==> src/rtl/seg_scan_arbiter.sv <==
// Two-requester arbiter driving an 8-digit multiplexed 7-segment display.
// Ownership and the shown value change only at scan-frame boundaries.
module seg_scan_arbiter #(
   parameter int PRESCALE = 16384,
   parameter int HOLD     = 4
) (
   input  logic        CLK,
   input  logic        CPU_RESETN,
   input  logic        REQ_A,
   input  logic [15:0] VAL_A,
   input  logic        REQ_B,
   input  logic [15:0] VAL_B,
   output logic        GNT_A,
   output logic        GNT_B,
   output logic [6:0]  C,
   output logic [7:0]  AN
);

   localparam int CW = $clog2(PRESCALE);
   localparam int HW = $clog2(HOLD + 1);
   localparam logic [CW-1:0] CNT_MAX   = CW'(PRESCALE - 1);
   localparam logic [HW-1:0] HOLD_MAX  = HW'(HOLD);
   localparam logic [HW-1:0] HOLD_LAST = HW'(HOLD - 1);

   localparam logic [6:0] GLYPH_BLANK = 7'b1111111;
   localparam logic [6:0] GLYPH_TAG_A = 7'b0001000;
   localparam logic [6:0] GLYPH_TAG_B = 7'b0000011;

   typedef enum logic [1:0] {IDLE, OWN_A, OWN_B} state_e;

   logic [CW-1:0] cnt_q, cnt_d;
   logic [2:0]    idx_q, idx_d;
   state_e        state_q, state_d;
   logic [HW-1:0] hold_q, hold_d;
   logic [15:0]   val_q, val_d;
   logic          gnt_a_q, gnt_b_q;
   logic [6:0]    c_q, c_d;
   logic [7:0]    an_q, an_d;
   logic          tick, boundary, hold_full;

   function automatic logic [6:0] hex_glyph(input logic [3:0] nib);
      logic [6:0] g;
      case (nib)
         4'h0: g = 7'b1000000;
         4'h1: g = 7'b1111001;
         4'h2: g = 7'b0100100;
         4'h3: g = 7'b0110000;
         4'h4: g = 7'b0011001;
         4'h5: g = 7'b0010010;
         4'h6: g = 7'b0000010;
         4'h7: g = 7'b1111000;
         4'h8: g = 7'b0000000;
         4'h9: g = 7'b0010000;
         4'hA: g = 7'b0001000;
         4'hB: g = 7'b0000011;
         4'hC: g = 7'b1000110;
         4'hD: g = 7'b0100001;
         4'hE: g = 7'b0000110;
         default: g = 7'b0001110;
      endcase
      return g;
   endfunction

   // Arbitration and value latching; everything here is frozen between boundaries.
   always_comb begin
      // NOTE: every next-state signal gets a default before any branch so no latch is inferred.
      tick      = (cnt_q == CNT_MAX);
      boundary  = tick && (idx_q == 3'd7);
      hold_full = (hold_q >= HOLD_LAST);
      cnt_d     = tick ? '0 : cnt_q + 1'b1;
      idx_d     = tick ? idx_q + 3'd1 : idx_q;
      state_d   = state_q;
      hold_d    = hold_q;
      val_d     = val_q;

      if (boundary) begin
         case (state_q)
            IDLE: begin
               if (REQ_B)      state_d = OWN_B;
               else if (REQ_A) state_d = OWN_A;
            end
            OWN_A: begin
               if (!REQ_A)                  state_d = REQ_B ? OWN_B : IDLE;
               else if (REQ_B && hold_full) state_d = OWN_B;
            end
            OWN_B: begin
               if (!REQ_B)                  state_d = REQ_A ? OWN_A : IDLE;
               else if (REQ_A && hold_full) state_d = OWN_A;
            end
            default: state_d = IDLE;
         endcase

         // hold_q counts frames completed by the current owner, including the one ending now.
         if (state_d != state_q)
            hold_d = '0;
         else if (state_q != IDLE && hold_q != HOLD_MAX)
            hold_d = hold_q + 1'b1;

         if (state_d == OWN_A)      val_d = VAL_A;
         else if (state_d == OWN_B) val_d = VAL_B;
      end
   end

   // Glyph for the slot that becomes active on this tick, using next-frame owner/value.
   always_comb begin
      an_d = an_q;
      c_d  = c_q;
      if (tick) begin
         if (state_d == IDLE) begin
            an_d = 8'hFF;
            c_d  = GLYPH_BLANK;
         end else begin
            an_d = ~(8'b1 << idx_d);
            case (idx_d)
               3'd0:    c_d = hex_glyph(val_d[3:0]);
               3'd1:    c_d = hex_glyph(val_d[7:4]);
               3'd2:    c_d = hex_glyph(val_d[11:8]);
               3'd3:    c_d = hex_glyph(val_d[15:12]);
               3'd7:    c_d = (state_d == OWN_A) ? GLYPH_TAG_A : GLYPH_TAG_B;
               default: c_d = GLYPH_BLANK;
            endcase
         end
      end
   end

   // NOTE: state uses non-blocking assignments so all registers update from the same pre-edge values.
   always_ff @(posedge CLK) begin
      // NOTE: the value register is reset too, so the first owned frame never shows stale data.
      if (!CPU_RESETN) begin
         cnt_q   <= '0;
         idx_q   <= '0;
         state_q <= IDLE;
         hold_q  <= '0;
         val_q   <= '0;
         gnt_a_q <= 1'b0;
         gnt_b_q <= 1'b0;
         c_q     <= GLYPH_BLANK;
         an_q    <= 8'hFF;
      end else begin
         cnt_q   <= cnt_d;
         idx_q   <= idx_d;
         state_q <= state_d;
         hold_q  <= hold_d;
         val_q   <= val_d;
         gnt_a_q <= (state_d == OWN_A);
         gnt_b_q <= (state_d == OWN_B);
         c_q     <= c_d;
         an_q    <= an_d;
      end
   end

   assign GNT_A = gnt_a_q;
   assign GNT_B = gnt_b_q;
   assign C     = c_q;
   assign AN    = an_q;

endmodule

==> config.mk <==
export PLATFORM = sky130hd
export DESIGN_NAME = seg_scan_arbiter
export DESIGN_NICKNAME = d
export VERILOG_FILES = /design/src/rtl/seg_scan_arbiter.sv
export SDC_FILE = /design/constraint.sdc
export NUM_CORES = 1
export LEC_CHECK = 0
export ABC_AREA = 1
export ABC_CLOCK_PERIOD_IN_PS = 5300
export CORE_ASPECT_RATIO = 0.9
export CORE_MARGIN = 4
export CORE_UTILIZATION = 60
export DETAILED_ROUTE_END_ITERATION = 16
export DONT_BUFFER_PORTS = 1
export PLACE_DENSITY = 0.76
export SYNTH_ARGS = -nofsm -noshare
export SYNTH_HDL_FRONTEND = slang
export SYNTH_SLANG_ARGS = --single-unit
==> constraint.sdc <==
create_clock -name CLK -period 5.3 [get_ports CLK]
set_input_delay 0.53 -clock CLK [delete_from_list [all_inputs] [get_ports CLK]]
set_output_delay 0.53 -clock CLK [all_outputs]
set_load 0.01 [all_outputs]
## Yosys cells after proc, flatten, opt, wreduce, memory -nomap -nowiden

Memories as Yosys holds them, arrays and structs flattened.
Cells that the tools add are included.
Widths: inputs -> output; s select.

| word-level totals | value |
|---|---|
| flip-flop bits (word level) | 55 |
| memory bits (read-only) | 448 |
| input bits | 36 |
| output and inout port bits | 17 |
| memories | 4 |

Memories:

| name | depth | width | read ports | clocked after Yosys merged registers in | wr ports | RTL line | RTL |
|---|---|---|---|---|---|---|---|
| (name not given) | 16 | 7 | 1 | 0 | 0 | 43 | `case (nib)` |
| (name not given) | 16 | 7 | 1 | 0 | 0 | 43 |  |
| (name not given) | 16 | 7 | 1 | 0 | 0 | 43 |  |
| (name not given) | 16 | 7 | 1 | 0 | 0 | 43 |  |

| cells by class | value |
|---|---|
| $add $sub $neg | 3 |
| $lt $le $gt $ge | 1 |
| equality and inequality tests | 14 |
| shifts and indexed selects | 1 |
| multiplexer cells | 21 |
| bitwise operators | 2 |
| reductions and logical operators | 11 |

Operators with widths:

| cell | count |
|---|---|
| $mux 16 | 3 |
| $pmux 7 s5 | 1 |
| $mux 2 | 9 |
| $add 14x1->14 const B | 1 |
| $eq 14x14->1 const B | 1 |
| $mux 3 | 3 |
| $mux 8 | 1 |
| $not 8->8 | 1 |
| $shl 1x3->8 const A | 1 |
| $mux 7 | 1 |
| $add 3x1->3 const B | 2 |
| $eq 2x1->1 const B | 3 |
| $eq 2x2->1 const B | 3 |
| $eq 3x2->1 const B | 2 |
| $eq 3x3->1 const B | 2 |
| $pmux 2 s3 | 1 |
| $logic_and 1x1->1 | 4 |
| $logic_not 2->1 | 2 |
| $mux 4 | 1 |
| $reduce_bool 2->1 | 2 |
| $eq 3x1->1 const B | 1 |
| $ge 3x2->1 const B | 1 |
| $logic_not 3->1 | 1 |
| $ne 3x3->1 const B | 1 |
| other kinds (5) | 5 |

## Longest topological paths before layout

Gate-level depths: netlist of run 1.
An unclocked memory read counts as a cell.

| logic depth | value |
|---|---|
| word-level depth | 13 |
| gate-level depth with buffers | 23 |
| mapped depth without buffers | 22 |

## Worst setup path after synthesis of run 1

Ideal clock, no wire load.

| path | value |
|---|---|
| kind | register -> register |
| start | register hold_q[0] |
| end | register c_q[3], in the netlist C[3] |
| setup time | 113 ps |
| arrival time | 2565 ps |
| slack | 2622 ps |
| cell stages (with the launch flop) | 22 |
| clock period less this slack | 2678 ps |
| cell sequence | dfxtp_1 > ha_1 > ha_1 > nor2_1 > nand2_1 > nand2_1 > nand2_1 > nand2_1 > nand2_1 > buf_2 > nand3b_1 > o21ai_0 > a21boi_1 > inv_1 > ha_1 > inv_1 > nand3_1 > nand3_1 > nand3_1 > nand3_1 > nor2_1 > nor2_1 |

| between the ends | value |
|---|---|
| cells in the longest elaborated chain, start to end | 13 |
| elaborated cells on any way between the ends | 24 |
| those cells by class | order compare (1); eq/ne (3); mux (13); reduce/logical (3); memory (4) |

Ends and longest elaborated chain:

| what | RTL line | RTL |
|---|---|---|
| from (decl) | 34 | `logic [HW-1:0] hold_q, hold_d;` |
| from (signal assigned) | 143 | `hold_q <= hold_d;` |
| $ge 3x2->1 (*) | 69 | `hold_full = (hold_q >= HOLD_LAST);` |
| $logic_and 1x1->1, on equally long branches | 88, 84 |  |
| $mux 2, on equally long branches | 88, 84 |  |
| $mux 2, on equally long branches | 87, 83 |  |
| $pmux 2 s3 (*) | 77 | `case (state_q)` |
| $mux 2 (*) | 76 | `if (boundary) begin` |
| $eq 2x2->1 | 100 | `else if (state_d == OWN_B) val_d = VAL_B;` |
| $mux 16 | 100 |  |
| $mux 16 (*) | 99 | `if (state_d == OWN_A) val_d = VAL_A;` |
| $mux 16 (*) | 76 |  |
| named net val_d[0] | 35 | `logic [15:0] val_q, val_d;` |
| $mem_v2 16x7 (*) | - |  |
| $pmux 7 s5 (*) | 114 | `case (idx_d)` |
| $mux 7 (*) | 109 | `if (state_d == IDLE) begin` |
| to (signal assigned) | 137 | `c_q <= GLYPH_BLANK;` |
| to (signal assigned) | 147 | `c_q <= c_d;` |
| to (decl) | 37 | `logic [6:0] c_q, c_d;` |

Mark *: on every way through the listed nets, which the timed path passes. The rest lies on a longest branch. The select of a mux whose other input is x is not followed.
A chain may end at the register's enable or synchronous reset.

## Worst setup path after layout of run 1

| path | value |
|---|---|
| start | register hold_q[0] |
| end | register c_q[0], in the netlist C[0] |

| between the ends | value |
|---|---|
| cells in the longest elaborated chain, start to end | 13 |
| elaborated cells on any way between the ends | 24 |
| those cells by class | order compare (1); eq/ne (3); mux (13); reduce/logical (3); memory (4) |

Ends and longest elaborated chain:

| what | RTL line |
|---|---|
| $ge 3x2->1 (*) | 69 |
| $logic_and 1x1->1, on equally long branches | 88, 84 |
| $mux 2, on equally long branches | 88, 84 |
| $mux 2, on equally long branches | 87, 83 |
| $pmux 2 s3 (*) | 77 |
| $mux 2 (*) | 76 |
| $eq 2x2->1 | 100 |
| $mux 16 | 100 |
| $mux 16 | 99 |
| $mux 16 | 76 |
| $mem_v2 16x7 | - |
| $pmux 7 s5 | 114 |
| $mux 7 (*) | 109 |

Every way passes the cells marked *; elsewhere a longest branch is shown, timed or not. The select of a mux whose other input is x is not followed.

==> results of run 1 <==
## final cells by class
type | instances | area [um^2]
Fill cell | 594 | 2205
Clock buffer | 5 | 68.82
Clock inverter | 3 | 27.53
Multi-Input combinational cell | 458 | 2386
Inverter | 85 | 319.1
Sequential cell | 55 | 1101
Tap cell | 87 | 108.9
## kinds of logic after synthesis
family                   Yosys count
adder cells (fa/ha/maj)           22
buffers and inverters             98
AO/OA/AOI/OAI                     60
XOR/XNOR                           6
flip-flops                        55
AND/OR/NAND/NOR                  370
## per-layer routing
metal | share of wire | wire [um] | track usage
met2 | 0.41 | 3721 | 0.3689
met4 | 0.015 | 138 | 0.06525
met1 | 0.49 | 4470 | 0.3467
met3 | 0.085 | 770 | 0.05018
met5 | 0 | 0 | 0
## cell usage in the layout (no fill, tap or decap), drive strengths merged, types with 5 or more instances in the layout
cell	count
nand2	178
inv	86
nor2	83
nand3	74
dfxtp	55
a21oi	24
ha	22
nand3b	20
o21ai	17
o22ai	5
clkbuf	5
## registers in the layout (all words and copies together) (netlist names), 2 cells and up
signal	cells
AN	8
C	7
cnt_q	14
hold_q	3
idx_q	3
state_q	2
val_q	16
## final timing paths
kind                          start  slack [ns]             endpoint
min reg2reg     cnt_q[0]$_SDFF_PP0_        0.47  cnt_q[0]$_SDFF_PP0_
min                      CPU_RESETN        0.32  cnt_q[8]$_SDFF_PP0_
max reg2reg  hold_q[0]$_SDFFE_PN0P_        1.96    C[0]$_SDFFE_PN1N_
max          hold_q[0]$_SDFFE_PN0P_        1.96    C[0]$_SDFFE_PN1N_
## through the flow
stage	util	total power, mW	instances
5_1_grt	0.6453	0.7375	693
3_3_place_gp	0.6298	0.4635	685
6_report	0.6453	0.7081	693
4_1_cts	0.6453	0.7157	693
2_1_floorplan	-	0.4578	611
3_5_place_dp	0.6298	0.4649	685
## power by group through the flow
stage / Sequential [mW] / Combinational [mW] / Clock [mW]
2_1_floorplan: 0.425 / 0.0324 / 0
3_3_place_gp: 0.426 / 0.0380 / 0
3_5_place_dp: 0.426 / 0.0392 / 0
4_1_cts: 0.416 / 0.0393 / 0.260
5_1_grt: 0.417 / 0.0453 / 0.276
6_report: 0.416 / 0.0399 / 0.252
==> summary.txt, run 1 <==
Crit path arrival time: 3.56 ns
Slew Viols, Final: 0
Hold Crit Class: input port to flip-flop
Syn nets: 669
Max Clk Rate: 0.2996 GHz
Hold-fix buffers, CTS: 0
Syn avg cell area: 6.358 um^2
Dominant cell type by area after synthesis: dfxtp_1
Layout area overhead: 3.253%
Post-synthesis compound-gate area fraction: 0.09597
Setup WS pre-CTS: 2.047 ns
Gp weighted congestion: 0.8764
Postcts setup bufs: 0
Final Hold Violating Endpoints: 0
DRC violations left: 0
Initial Util: 0.6250
Placement Cell Area: 3915 um^2
Yosys Warn Count: 0
Sink Count: 55
Layout cell share with drive strength beyond 1: 0.07591
Share of the synthesized area in the top cell type: 0.2834
Fin worst setup slack: 1.962 ns
R2R cell count: 21
Synth cell types: 46
Synth Instances: 611
CP Class: flip-flop to flip-flop
Final setup TNS: 0 ns
Ys async rst share: 0
Cell area after layout: 4011 um^2
HPWL after DPL: 7024 um
Top FF cell, synth: dfxtp_1
Chip width: 92.82 um
First-pass GRT wire length: 15720 um
Crit-path leading delay family: simple AND/OR/NAND/NOR gates
Antenna Cells: 0
CP max FO: 13
Internal Power: 0.5251 mW
Worst-path cell chain: ha_1 -> ha_1 -> nor2_1 -> nand2_1 -> nand2_1 -> nand3_1 -> nand2_1 -> nand2_1 -> o21ai_0 -> nand2_1 -> nand2_1 -> inv_1 -> ha_1 -> nand3_1 -> nand2_1 -> nor2_1 -> nor2_1 -> nand2_1 -> nand3_1 -> nor2_1 -> nor2_1
Sw frac: 0.2585
Drt wl/cell: 13.13 um
Commonest cells in the netlist: nand2_1 (163), inv_1 (78), nor2_1 (78)
PwrDens: 176.5 nW/um^2
P_sw: 0.1830 mW
Main combinational cell family by area after synthesis: simple AND/OR/NAND/NOR gates
Slowest-stage cell, CP: o21ai_0
Register bit total from synthesis: 55
Tot GR Track Use: 0.2421
H-tree levels: 2
IO Port Bufs: 0
Rel. slew slack: 0.5395
Chip height: 84.34 um
Synth Area in Simple Gates: 0.4338
Pre-antenna DRT Iters: 5
Post-CTS Resized: 0
Routed wire length: 9100 um
EDFF count, synth: 0
Largest cells by area after synthesis: dfxtp_1 (28%), nand2_1 (16%), nand3_1 (9.3%), inv_1 (7.5%), nor2_1 (7.5%)
Top cell by count, worst path: nand2_1
Cell depth of the worst setup path: 21
Clock Power Share: 0.356
Mux contribution to synthesized area: 0
Post-Syn Area: 3885 um^2
Final Setup Violations: 0
Die area: 7828 um^2
Number of cells on the worst hold path: 2
Clock skew: 0.007812 ns
Status: completed
DR iter-0 viols: 234
Number of global-route vias before repair: 3516
Startpoint Class: flip-flop
Max clock buf depth: 2
Clk slew on worst S/H paths: 0.11 ns
Fraction of synthesized cell area in xor and xnor cells: 0.01353
I/O Pins: 53
Peak VDD IR: 0.09678 mV
Root Buffer: clkbuf_8
Critical Path End Type: flip-flop
Final Cycle Share: 0.6298
Clock tree from TritonCTS: yes
Most frequent cell after synthesis: nand2_1
Row count: 27
Largest net degree at the start of global routing: 29
Initial antenna violation count: 0
Reg power frac: 0.588
Comb pwr share: 0.056
Floorplan core area: 6216 um^2
Inserted Clock Buffers: 5
Slowest cell delay on critical path: 0.36 ns
Minimum clock period: 3.338 ns
Fin nets: 663
Skew-Pair Late Insertion Delay: 0.32 ns
Post-synthesis sequential area ratio: 0.2834
Req. time, crit path: 5.52 ns
Pleak: 1.897 nW
Synth Area in Adders: 0.07085
RSZ-0062 raised after global routing: no
WHS: 0.3250 ns
Gr ovfl total: 0
Routed Antenna Nets: 0
CP Buf/Inv Count: 1
Via count of the routed design: 3809
Routed vias/inst: 5.496
Max cap viols: 0
Least-Margin Pin Slew: 0.6900 ns
(Power assumes the default switching activity.)
==> run 2: changes to the inputs <==
--- a/config.mk
+++ b/config.mk
@@ -6,7 +6,7 @@
 export NUM_CORES = 1
 export LEC_CHECK = 0
 export ABC_AREA = 1
-export ABC_CLOCK_PERIOD_IN_PS = 5300
+export ABC_CLOCK_PERIOD_IN_PS = 3080
 export CORE_ASPECT_RATIO = 0.9
 export CORE_MARGIN = 4
 export CORE_UTILIZATION = 60
==> constraint.sdc (replaced) <==
create_clock -name CLK -period 3.08 [get_ports CLK]
set_input_delay 0.308 -clock CLK [delete_from_list [all_inputs] [get_ports CLK]]
set_output_delay 0.308 -clock CLK [all_outputs]
set_load 0.01 [all_outputs]
==> run 2 against run 1 <==
Net effect:
- critical endpoint unchanged
- cell count up 1.7%
- largest cell class unchanged
- first-iteration DRC count up 2.6%
- fmax up 17%
- register-to-register slack worse by 1.7 ns
- global-route usage up 0.32 points
- non-clock buffer count up 12
- setup slack worse by 1.7 ns
- combinational power up 78%
- total power up 72%
- sequential share of layout area down 0.64 points
- clock skew up 0.00072 ns
- clock power up 70%
==> summary.txt, run 2 (synthesized netlist as in run 1, its figures left out) <==
Hold Crit Class: input port to flip-flop
Final-layout fill cell count: 594
Most common cell after layout, fill and taps aside: nand2_1
Reg power frac: 0.589
Core Util, Final: 0.6608
Crit-path leading delay family: simple AND/OR/NAND/NOR gates
DRC violations left: 0
Clk slew on worst S/H paths: 0.11 ns
Slew Viols, Final: 0
Sw frac: 0.2552
Comb pwr share: 0.058
H-tree levels: 2
Final Hold Violating Endpoints: 0
Gp weighted congestion: 0.9044
Least-Margin Pin Slew: 0.7314 ns
Chip width: 92.82 um
Routed wire length: 9280 um
Layout cell share with drive strength beyond 1: 0.09709
Max cap viols: 0
Register-to-register setup slack: 0.22 ns
Layout area overhead: 5.733%
Tot GR Track Use: 0.2453
Placed insts: 692
Worst-path cell chain: ha_1 -> nand2_1 -> nor2_2 -> nand3_2 -> nor2_4 -> nand2_2 -> nor2_4 -> buf_4 -> nand2_1 -> nand2_1 -> inv_1 -> ha_1 -> nand3_1 -> nand2_1 -> nor2_1 -> nor2_1 -> nand2_1 -> nand3_1 -> nor2_1 -> nor2_1
Startpoint Class: flip-flop
Routed vias/inst: 5.410
Clock tree from TritonCTS: yes
Clock skew: 0.008529 ns
Routed Antenna Nets: 0
CP Buf/Inv Count: 2
Final Cycle Share: 0.9278
Slowest-stage cell, CP: dfxtp_1
Inserted Clock Buffers: 5
P_sw: 0.3100 mW
Rel. slew slack: 0.5119
DR iter-0 viols: 240
Max reg flops: 16
Clock Power Share: 0.352
Die area: 7828 um^2
Initial Util: 0.6250
Pleak: 1.958 nW
Final instance count without filler cells: 705
Sink Count: 55
Via count of the routed design: 3814
Most frequent cells in the layout: nand2_1 (162), nor2_1 (78), inv_1 (78)
Minimum clock period: 2.858 ns
Most flop-heavy register: val_q
Pre-antenna DRT Iters: 5
Antenna Cells: 0
CP max FO: 12
Initial antenna violation count: 0
Root Buffer: clkbuf_8
Crit path arrival time: 3.08 ns
Fin nets: 675
Internal Power: 0.9049 mW
Row count: 27
I/O Pins: 53
Peak VDD IR: 0.2565 mV
HPWL after DPL: 7225 um
PwrDens: 295.8 nW/um^2
Floorplan core area: 6216 um^2
Skew-Pair Late Insertion Delay: 0.32 ns
Largest net degree at the start of global routing: 29
First-pass GRT wire length: 15950 um
Gr ovfl total: 0
Drt wl/cell: 13.16 um
Number of global-route vias before repair: 3432
Max clock buf depth: 2
Hold-fix buffers, CTS: 0
CP Class: flip-flop to flip-flop
Critical Path End Type: flip-flop
IO Port Bufs: 0
Final Setup Violations: 0
Req. time, crit path: 3.30 ns
Status: completed
Max Clk Rate: 0.3500 GHz
Top cell by count, worst path: nand2_1
Slowest cell delay on critical path: 0.38 ns
Chip height: 84.34 um
[run 2: changes by cell type in the layout (fill, tap and decap cells not counted), sizes merged]
cell / previous run / this run
buf: 0 / 12
clkinv: 1 / 2
inv: 86 / 85
[run 2: final timing paths]
check / endpoint / from / cells after the start
max: C[0]$_SDFFE_PN1N_ / cnt_q[0]$_SDFF_PP0_ / 20
min: cnt_q[8]$_SDFF_PP0_ / CPU_RESETN / 2
max reg2reg: C[0]$_SDFFE_PN1N_ / cnt_q[0]$_SDFF_PP0_ / 20
min reg2reg: cnt_q[0]$_SDFF_PP0_ / cnt_q[0]$_SDFF_PP0_ / 1
[run 2: cell type report]
class / instances / area (um^2) / area share
flip-flops and latches: 55 / 1101 / 0.2680
multi-input cells: 458 / 2392 / 0.5824
clock buffers: 5 / 68.82 / 0.01675
well taps: 87 / 108.9 / 0.02650
inverters: 85 / 319.1 / 0.07767
repair buffers: 12 / 90.09 / 0.02193
clock inverters: 3 / 27.53 / 0.006701
[run 2: timing repair]
item	4_1_cts	5_1_grt
gates resized for setup	0	2
buffers inserted	0	5
endpoints found under the setup margin	0	5
[run 2: through the flow]
step | cell area (um^2) | hold slack [ns] | setup slack, ns | power, mW | setup TNS (ns)
CTS | 4064 | 0.09922 | 0.2123 | 1.217 | 0
global route | 4108 | 0.09392 | -0.02509 | 1.254 | -0.03259
floorplan | 3885 | 0.4175 | 0.4017 | 0.7877 | 0
detailed placement | 3968 | 0.4382 | 0.2432 | 0.8026 | 0
global placement | 3968 | 0.4306 | 0.3338 | 0.8012 | 0
finish | 4108 | 0.1001 | 0.2225 | 1.215 | 0
[run 2: routing by layer]
metal,track usage,routed length (um),up-vias
li1,-,-,1954
met3,0.04839,808,8
met1,0.3678,4490,1693
met5,0,0,-
met2,0.3649,3889,159
met4,0.04927,91,0
[run 2: power groups by stage]
stage | Combinational [mW] | Sequential, mW | Clock, mW
2_1_floorplan | 0.0558 | 0.732 | 0
3_3_place_gp | 0.0690 | 0.732 | 0
3_5_place_dp | 0.0700 | 0.733 | 0
4_1_cts | 0.0702 | 0.716 | 0.430
5_1_grt | 0.0804 | 0.717 | 0.457
6_report | 0.0709 | 0.716 | 0.428
